**src/rtl/regfile_write_queue_pkg.sv**
```systemverilog
// regfile_write_queue_pkg: shared widths, queue depth and the write-entry struct {valid, wreg, data} reused by pipeline-stage registers
package regfile_write_queue_pkg;
  localparam int DATA_W = 20;
  localparam int ADDR_W = 4;
  localparam int DEPTH = 4;
  localparam int PTR_W = $clog2(DEPTH);
  localparam int CNT_W = PTR_W + 1;
  typedef struct packed {
    logic valid;
    logic [ADDR_W-1:0] wreg;
    logic [DATA_W-1:0] data;
  } wq_entry_t;
endpackage

```
**src/rtl/regfile_write_queue_if.sv**
```systemverilog
// regfile_write_queue_if: push handshake (in_valid/in_reg/in_data/in_ready) plus register file write port (WriteReg/WriteData/WriteEnable); slave = queue, master = pipeline/register file side
interface regfile_write_queue_if;
  import regfile_write_queue_pkg::*;
  logic in_valid;
  logic [ADDR_W-1:0] in_reg;
  logic [DATA_W-1:0] in_data;
  logic in_ready;
  logic [ADDR_W-1:0] WriteReg;
  logic [DATA_W-1:0] WriteData;
  logic WriteEnable;
  modport master (output in_valid, in_reg, in_data, input in_ready, WriteReg, WriteData, WriteEnable);
  modport slave (input in_valid, in_reg, in_data, output in_ready, WriteReg, WriteData, WriteEnable);
endinterface

```
**src/rtl/regfile_write_queue_wq_bypass_match.sv**
```systemverilog
// wq_bypass_match: newest-first search of queued entries (tail-1 back to head) for addr; outputs hit and the newest matching data (0 on miss)
module wq_bypass_match
  import regfile_write_queue_pkg::*;
(
  input  wq_entry_t         entries [DEPTH],
  input  logic [PTR_W-1:0]  head,
  input  logic [PTR_W-1:0]  tail,
  input  logic [ADDR_W-1:0] addr,
  output logic              hit,
  output logic [DATA_W-1:0] data
);
  logic [PTR_W-1:0] idx;
  logic stop;
  always_comb begin
    hit = 1'b0;
    data = '0;
    stop = 1'b0;
    idx = '0;
    for (int i = 0; i < DEPTH; i++) begin
      idx = tail - PTR_W'(i + 1);
      if (!hit && !stop && entries[idx].valid && entries[idx].wreg == addr) begin
        hit = 1'b1;
        data = entries[idx].data;
      end
      stop = stop || (idx == head);
    end
  end
endmodule

```
**src/rtl/regfile_write_queue.sv**
```systemverilog
// regfile_write_queue: in-order writeback FIFO draining one entry per cycle to the register file (bus), with two-port bypass lookup (rd_addr*/rd_hit*/rd_data*), hold, pending and empty
module regfile_write_queue
  import regfile_write_queue_pkg::*;
(
  input  logic               clock,
  input  logic               resetn,
  input  logic               hold,
  regfile_write_queue_if.slave bus,
  input  logic [ADDR_W-1:0]  rd_addr1,
  input  logic [ADDR_W-1:0]  rd_addr2,
  output logic               rd_hit1,
  output logic               rd_hit2,
  output logic [DATA_W-1:0]  rd_data1,
  output logic [DATA_W-1:0]  rd_data2,
  output logic [CNT_W-1:0]   pending,
  output logic               empty
);
  wq_entry_t q [DEPTH];
  logic [PTR_W-1:0] head, tail;
  logic [CNT_W-1:0] count;
  logic push, pop;
  assign empty = count == '0;
  assign pending = count;
  assign bus.in_ready = count != CNT_W'(DEPTH);
  assign bus.WriteEnable = !empty && !hold;
  assign bus.WriteReg = empty ? '0 : q[head].wreg;
  assign bus.WriteData = empty ? '0 : q[head].data;
  assign push = bus.in_valid && bus.in_ready;
  assign pop = bus.WriteEnable;
  always_ff @(posedge clock) begin
    if (!resetn) begin
      head <= '0;
      tail <= '0;
      count <= '0;
      for (int i = 0; i < DEPTH; i++) q[i].valid <= 1'b0;
    end else begin
      if (push) begin
        q[tail] <= '{valid: 1'b1, wreg: bus.in_reg, data: bus.in_data};
        tail <= tail + 1'b1;
      end
      if (pop) begin
        q[head].valid <= 1'b0;
        head <= head + 1'b1;
      end
      count <= count + CNT_W'(push) - CNT_W'(pop);
    end
  end
  wq_bypass_match u_match1 (.entries(q), .head(head), .tail(tail), .addr(rd_addr1), .hit(rd_hit1), .data(rd_data1));
  wq_bypass_match u_match2 (.entries(q), .head(head), .tail(tail), .addr(rd_addr2), .hit(rd_hit2), .data(rd_data2));
endmodule

```
**src/flat_wrapper.sv**
```systemverilog
// flat-port wrapper written by rule: the top's interface ports become plain ports
module regfile_write_queue_flat import regfile_write_queue_pkg::*;
  (clock, resetn, hold, rd_addr1, rd_addr2, rd_hit1, rd_hit2, rd_data1, rd_data2, pending, empty, bus_in_valid, bus_in_reg, bus_in_data, bus_in_ready, bus_WriteReg, bus_WriteData, bus_WriteEnable);
  regfile_write_queue_if bus_i ();
  input  logic clock;
  input  logic resetn;
  input  logic hold;
  input  logic [ADDR_W-1:0] rd_addr1;
  input  logic [ADDR_W-1:0] rd_addr2;
  output logic rd_hit1;
  output logic rd_hit2;
  output logic [DATA_W-1:0] rd_data1;
  output logic [DATA_W-1:0] rd_data2;
  output logic [CNT_W-1:0] pending;
  output logic empty;
  input wire logic [$bits(bus_i.in_valid)-1:0] bus_in_valid;
  input wire logic [$bits(bus_i.in_reg)-1:0] bus_in_reg;
  input wire logic [$bits(bus_i.in_data)-1:0] bus_in_data;
  output wire logic [$bits(bus_i.in_ready)-1:0] bus_in_ready;
  output wire logic [$bits(bus_i.WriteReg)-1:0] bus_WriteReg;
  output wire logic [$bits(bus_i.WriteData)-1:0] bus_WriteData;
  output wire logic [$bits(bus_i.WriteEnable)-1:0] bus_WriteEnable;
  assign bus_i.in_valid = bus_in_valid;
  assign bus_i.in_reg = bus_in_reg;
  assign bus_i.in_data = bus_in_data;
  assign bus_in_ready = bus_i.in_ready;
  assign bus_WriteReg = bus_i.WriteReg;
  assign bus_WriteData = bus_i.WriteData;
  assign bus_WriteEnable = bus_i.WriteEnable;
  regfile_write_queue u_core (.clock(clock), .resetn(resetn), .hold(hold), .bus(bus_i), .rd_addr1(rd_addr1), .rd_addr2(rd_addr2), .rd_hit1(rd_hit1), .rd_hit2(rd_hit2), .rd_data1(rd_data1), .rd_data2(rd_data2), .pending(pending), .empty(empty));
endmodule
```
**config.mk**
```make
export PLATFORM = sky130hd
export DESIGN_NAME = regfile_write_queue_flat
export DESIGN_NICKNAME = d
export VERILOG_FILES = /design/src/rtl/regfile_write_queue_pkg.sv /design/src/rtl/regfile_write_queue_if.sv /design/src/rtl/regfile_write_queue_wq_bypass_match.sv /design/src/rtl/regfile_write_queue.sv /design/src/flat_wrapper.sv
export SDC_FILE = /design/constraint.sdc
export NUM_CORES = 1
export LEC_CHECK = 0
export ABC_CLOCK_PERIOD_IN_PS = 8800
export CAP_MARGIN = 10
export CORE_ASPECT_RATIO = 1.25
export CORE_UTILIZATION = 45
export DETAILED_ROUTE_END_ITERATION = 10
export PLACE_DENSITY_LB_ADDON = 0.3
export SLEW_MARGIN = 30
export SYNTH_ARGS = -nofsm -noshare
export SYNTH_HDL_FRONTEND = slang
export SYNTH_SLANG_ARGS = --single-unit
```
**constraint.sdc**
```tcl
create_clock -name clock -period 8.8 [get_ports clock]
set_input_delay 1.76 -clock clock [delete_from_list [all_inputs] [get_ports clock]]
set_output_delay 1.76 -clock clock [all_outputs]
set_load 0.01 [all_outputs]
```
After elaboration in Yosys (flattened, before gate mapping) --
Index checks and enable logic that the tools add are counted.
Cells by class: add/sub/neg operators 7, order comparisons 7, eq/ne operators 12, mux-type cells 42, bitwise gates (word level) 5, reductions and logical operators 38
Operator list (number):
- $mux W100 | 3
- $bmux W25 S2 | 5
- $mux W25 | 10
- $bwmux W100 | 2
- $mux W20 | 9
- $demux W25 S2 | 2
- $mux W24 | 2
- $eq A4 B4 Y1 | 8
- $logic_and A1 B1 Y1 | 24
- $ge A3 B3 Y1 const B | 5
- $not A2 Y3 | 5
- $logic_not A1 Y1 | 11
- $mux W1 | 8
- $eq A2 B2 Y1 | 3
- $lt A3 B1 Y1 const B | 2
- $add A2 B1 Y2 const B | 2
- $mux W4 | 1
- $sub A2 B2 Y2 const B | 2
- $add A3 B1 Y3 | 1
- $logic_not A3 Y1 | 1
- $ne A3 B3 Y1 const B | 1
- $sub A3 B1 Y3 | 1
- $logic_or A1 B1 Y1 | 2
- $sub A2 B1 Y2 const B | 1
Word-level totals: register bits 107, bits of input ports 36, output and inout bits 72, logic and storage cells 126

Logic depth before layout (Yosys ltp) --
depth after elaboration 23, gate-level depth with buffers 16

Modules after synthesis --
Synthesis repeated with hierarchy kept, for this count alone.
Unflattened totals: cell total of the unflattened synthesis 1048, area total of the unflattened synthesis 10341.2 µm²
Modules (own cells, without submodules):
- wq_bypass_match | instances 2, cells each 415, area an instance 3047.9 µm², sequential area each 0.0 µm²
- regfile_write_queue | instances 1, cells each 218, area an instance 4245.3 µm², sequential area each 3103.0 µm²

Worst setup path after synthesis --
OpenSTA, ideal clock, no wires.
path type input -> output, from input rd_addr2[1], to output rd_data2[12], arrival 3.427 ns, data required time 7.040 ns, slack 3.613 ns, stages on the path 8, path buffers 3, cells stage by stage clkbuf_1 -> xnor2_1 -> nand3_1 -> or3_4 -> or3_1 -> buf_6 -> buf_8 -> o22ai_1
On the way: word-level cells in the longest chain between the ends 18, elaborated cells on any way between the ends 24, those cells by class eq/ne: 4; mux: 7; reduce/logical: 13
RTL lines:
- start, declared | line flat_wrapper.sv:9 | input logic [ADDR_W-1:0] rd_addr2;
- $eq A4 B4 Y1 | line regfile_write_queue_wq_bypass_match.sv:21 | if (!hit && !stop && entries[idx].valid && entries[idx].wreg == addr) begin
- $logic_and A1 B1 Y1 | line regfile_write_queue_wq_bypass_match.sv:21
- $mux W1 | line regfile_write_queue_wq_bypass_match.sv:21
- $logic_not A1 Y1 | line regfile_write_queue_wq_bypass_match.sv:21
- $logic_and A1 B1 Y1 (3 in a row) | line regfile_write_queue_wq_bypass_match.sv:21
- $mux W1 | line regfile_write_queue_wq_bypass_match.sv:21
- $logic_not A1 Y1 | line regfile_write_queue_wq_bypass_match.sv:21
- $logic_and A1 B1 Y1 (3 in a row) | line regfile_write_queue_wq_bypass_match.sv:21
- $mux W1 | line regfile_write_queue_wq_bypass_match.sv:21
- $logic_not A1 Y1 | line regfile_write_queue_wq_bypass_match.sv:21
- $logic_and A1 B1 Y1 (3 in a row) | line regfile_write_queue_wq_bypass_match.sv:21
- $mux W20 * | line regfile_write_queue_wq_bypass_match.sv:21
- end, declared | line flat_wrapper.sv:13 | output logic [DATA_W-1:0] rd_data2;
Every way passes the cells marked *; elsewhere a longest branch is shown, timed or not.

Worst setup path after layout --
from register u_core.tail[0], to output rd_data2[18]
On the way: word-level cells in the longest chain between the ends 23, elaborated cells on any way between the ends 51, those cells by class add/sub: 3; eq/ne: 7; mux: 19; bitwise: 4; reduce/logical: 18
RTL lines:
- start, declared | line regfile_write_queue.sv:19 | logic [PTR_W-1:0] head, tail;
- start signal, assigned | line regfile_write_queue.sv:39 | tail <= tail + 1'b1;
- $sub A2 B1 Y2 | line regfile_write_queue_wq_bypass_match.sv:20 | idx = tail - PTR_W'(i + 1);
- $not A2 Y3 (not written as such) | line regfile_write_queue_wq_bypass_match.sv:21, regfile_write_queue_wq_bypass_match.sv:23
- $bmux W25 S2 | line regfile_write_queue_wq_bypass_match.sv:21, regfile_write_queue_wq_bypass_match.sv:23
- $mux W25 (not written as such) (2 in a row) | line regfile_write_queue_wq_bypass_match.sv:23 | data = entries[idx].data;
- $eq A4 B4 Y1 | line regfile_write_queue_wq_bypass_match.sv:21
- $logic_and A1 B1 Y1 | line regfile_write_queue_wq_bypass_match.sv:21
- $mux W1 | line regfile_write_queue_wq_bypass_match.sv:21
- $logic_not A1 Y1 | line regfile_write_queue_wq_bypass_match.sv:21
- $logic_and A1 B1 Y1 (3 in a row) | line regfile_write_queue_wq_bypass_match.sv:21
- $mux W1 | line regfile_write_queue_wq_bypass_match.sv:21
- $logic_not A1 Y1 | line regfile_write_queue_wq_bypass_match.sv:21
- $logic_and A1 B1 Y1 (3 in a row) | line regfile_write_queue_wq_bypass_match.sv:21
- $mux W1 | line regfile_write_queue_wq_bypass_match.sv:21
- $logic_not A1 Y1 | line regfile_write_queue_wq_bypass_match.sv:21
- $logic_and A1 B1 Y1 (3 in a row) | line regfile_write_queue_wq_bypass_match.sv:21
- $mux W20 * | line regfile_write_queue_wq_bypass_match.sv:21
Every way passes the cells marked *; elsewhere a longest branch is shown, timed or not. The select of a mux whose other input is x is not followed.

==> impl_metrics.yaml <==
routing:
  routed_wl_mm: 23.78
  dr.pass1.iters: 8
  drt-initial-drc-count: 629
  via_count: 6680
  drc_errors: 6
  ant_nets: 0
  wl_per_cell_um: 24.51
  via_per_inst: 6.887
timing:
  fmax_mhz: 139.7
  finalSetupTns_ns: 0
  fin_crit_sh: 0.8135
  fin_worst_skew_ns: 0.009459
  tightest_slew_ns: 1.061
  final_hold_viol_count: 0
  setup-violations-final: 0
  rsz0062_at_grt: "no"
  min_period_ns: 7.159
  drv_slew: 0
  slew_headroom: 0.2926
hold_path:
  hold_end: "u_core.q[24]"
  whs_path_depth: 2
  hp-start: "u_core.q[24]"
  hold_class: "flop to flop"
die:
  die_h_um: 156.2
  dieArea_um2: 19580
  rows: 56
  die_x_um: 125.3
  core_um2: 18710
  initial_utilization: 0.4575
  ios: 108
cts:
  root_buffer: "clkbuf_16"
  post-cts-setup-buffers: 0
  cts_buffers: 9
  cts-htree-levels: 3
  clkLatencyLatePin_ns: 0.35
  cts-resized-gates: 0
  cts_tree: "yes"
  clockBufferDepth: 2
  cts_hold_buf: 0
  cts_sinks: 107
  clkTransAtPathRegs_ns: 0.08
synth:
  synth_nets: 716
  ys_seq_elements: 107
  syn_area_per_cell_um2: 12.79
  synth_ff_type: "edfxtp_1"
  synth_cells: 669
  synth-edff-count: 96
  yosys_warnings: 0
  syn_area_um2: 8558
  async_flop_share: 0
  synth.distinct_cells: 46
  yosysSeqAreaShare: 0.3626
power_and_ir_drop:
  switching_share: 0.3713
  ir_drop_mv: 0.1085
  clkPwrFrac: 0.198
  power_leakage_nw: 3.194
  p_switching_uw: 860.7
  share_comb_of_total_power: 0.500
  power.density_nw_per_um2: 230.1
  seq_power_share: 0.302
  p_int_mw: 1.457
layout:
  drive_gt1_frac: 0.2276
  fill_cells: 1528
  register_area_um2: 3110
  diodes: 0
  multiInputGateArea_um2: 5017
  nets: 780
  syn_to_final_growth_pct: 17.72
  utilization: 0.5385
critical_path:
  arrival_ns: 5.40
  worstPathMaxFanout: 45
  cp.required_ns: 7.04
  endpoint_kind: "output pin"
  rrSetupSlack_ns: 5.82
  start_kind: "flop"
  r2r_start: "u_core.tail[0]"
  rr_worst_depth: 3
  criticalPathCategory: "flop to output pin"
outcome:
  status: "finished with violations"
  violations: "DRC"
run:
  maxCapViolCount: 0
placed_design:
  place_hpwl_mm: 15.12
  place.gp.congestion: 0.8374
  port_buffers: 107
grt:
  grt_pass1_wl_mm: 36.74
  grt_use_total: 0.2476
  grt_overflow: 0
  grt_pass1_vias: 6747
  antenna_found_initial: 0
  grt_max_degree: 59
cell families (layout without fill, tap and decap cells):
family | after synthesis | in the layout | share of synthesized area
adder cells (fa/ha/maj) | 11 | 11 | 0.01696
buffers and inverters | 106 | 175 | 0.05541
flip-flops | 107 | 107 | 0.3626
XOR/XNOR | 40 | 40 | 0.04094
AO/OA/AOI/OAI | 100 | 100 | 0.08743
AND/OR/NAND/NOR | 168 | 168 | 0.1015
multiplexers | 137 | 137 | 0.3352
area by class of cell:
type | instances | area share
Multi-Input combinational cell | 456 | 0.4980
Sequential cell | 107 | 0.3087
Timing Repair Buffer | 118 | 0.1149
Tap cell | 232 | 0.02881
Clock buffer | 9 | 0.02235
Inverter | 41 | 0.01528
Clock inverter | 7 | 0.01192
Yosys cell counts (4+ instances only):
cell | instances | area (µm²)
nor3_1 | 17 | 85.08
a21oi_1 | 4 | 20.02
nor2_1 | 41 | 153.9
dfxtp_1 | 11 | 220.2
nor2b_1 | 26 | 162.7
mux4_2 | 115 | 2590
xor2_1 | 6 | 52.55
ha_1 | 10 | 125.1
o21ai_0 | 9 | 45.04
or3_1 | 5 | 31.28
mux2i_1 | 11 | 110.1
buf_2 | 19 | 95.09
mux2_2 | 8 | 90.09
edfxtp_1 | 96 | 2883
clkbuf_1 | 32 | 120.1
buf_6 | 4 | 45.04
o211ai_1 | 4 | 30.03
xnor2_1 | 34 | 297.8
o2111ai_1 | 7 | 61.31
inv_1 | 41 | 153.9
o221ai_1 | 4 | 35.03
a311oi_1 | 12 | 105.1
and2_1 | 16 | 100.1
buf_1 | 8 | 30.03
a221oi_1 | 16 | 140.1
nand2_1 | 25 | 93.84
o2bb2ai_1 | 5 | 43.79
and3_1 | 18 | 112.6
o211a_1 | 4 | 40.04
nand3_1 | 9 | 45.04
o22ai_1 | 30 | 187.7
power by group through the flow:
stage | Combinational [mW] | Clock, mW | Sequential [mW]
5_1_grt | 1.25 | 0.485 | 0.711
6_report | 1.16 | 0.459 | 0.700
3_5_place_dp | 1.15 | 0 | 0.712
4_1_cts | 1.16 | 0.464 | 0.701
2_1_floorplan | 0.836 | 0 | 0.637
3_3_place_gp | 1.13 | 0 | 0.706
worst max-delay path, stage by stage, from the launching register on:
cell             delay (ns)
dfxtp_4                0.85
inv_1                  0.43
ha_4                   0.80
mux4_2                 0.45
xnor2_1                0.15
nand3_1                0.25
nor2_1                 0.09
buf_4                  0.22
or3_1                  0.75
o22ai_1                0.44
clkdlybuf4s50_1        0.60
routing by layer:
| metal | wire (µm) | vias to the layer above | GRT usage |
|---|---|---|---|
| li1 | - | 2813 | - |
| met1 | 8618 | 3316 | 0.3007 |
| met2 | 12110 | 461 | 0.4243 |
| met3 | 1954 | 90 | 0.03772 |
| met4 | 1089 | 0 | 0.1388 |
| met5 | 0 | - | 0 |
worst max path at each step:
stage | startpoint | endpoint | slack, ns | cells after the start
floorplan | rd_addr2[1] | rd_data2[12] | 3.61 | 8
global placement | u_core.tail[0] | rd_data2[15] | 1.79 | 10
detailed placement | u_core.tail[0] | rd_data2[18] | 1.69 | 10
CTS | u_core.tail[0] | rd_data2[17] | 1.29 | 10
global route | u_core.tail[0] | rd_data2[17] | 1.34 | 10
finish | u_core.tail[0] | rd_data2[18] | 1.64 | 10
layout by cell type, fill, tap and decap left out, drive strengths merged, types with 5 or more instances in the layout:
master         count
mux4             118
clkdlybuf4s50    107
edfxtp            96
inv               43
nor2              41
xnor2             34
o22ai             30
nor2b             26
nand2             25
and3              18
nor3              17
a221oi            16
and2              16
a311oi            12
mux2i             11
buf               11
dfxtp             11
ha                10
nand3             10
o21ai              9
clkbuf             9
mux2               8
o2111ai            7
xor2               6
or3                6
o2bb2ai            5
metrics by stage:
| stage | total power, mW | setup WS (ns) | cells | hold slack (ns) | cell area (µm²) |
|---|---|---|---|---|---|
| floorplan | 1.473 | 3.613 | 669 | 0.5044 | 8558 |
| global placement | 1.836 | 1.789 | 954 | 0.5436 | 9709 |
| detailed placement | 1.859 | 1.685 | 954 | 0.5665 | 9709 |
| CTS | 2.320 | 1.292 | 970 | 0.5778 | 10050 |
| global route | 2.442 | 1.344 | 970 | 0.6043 | 10070 |
| finish | 2.318 | 1.641 | 970 | 0.5757 | 10070 |
Power figures use the tool's default switching activity.
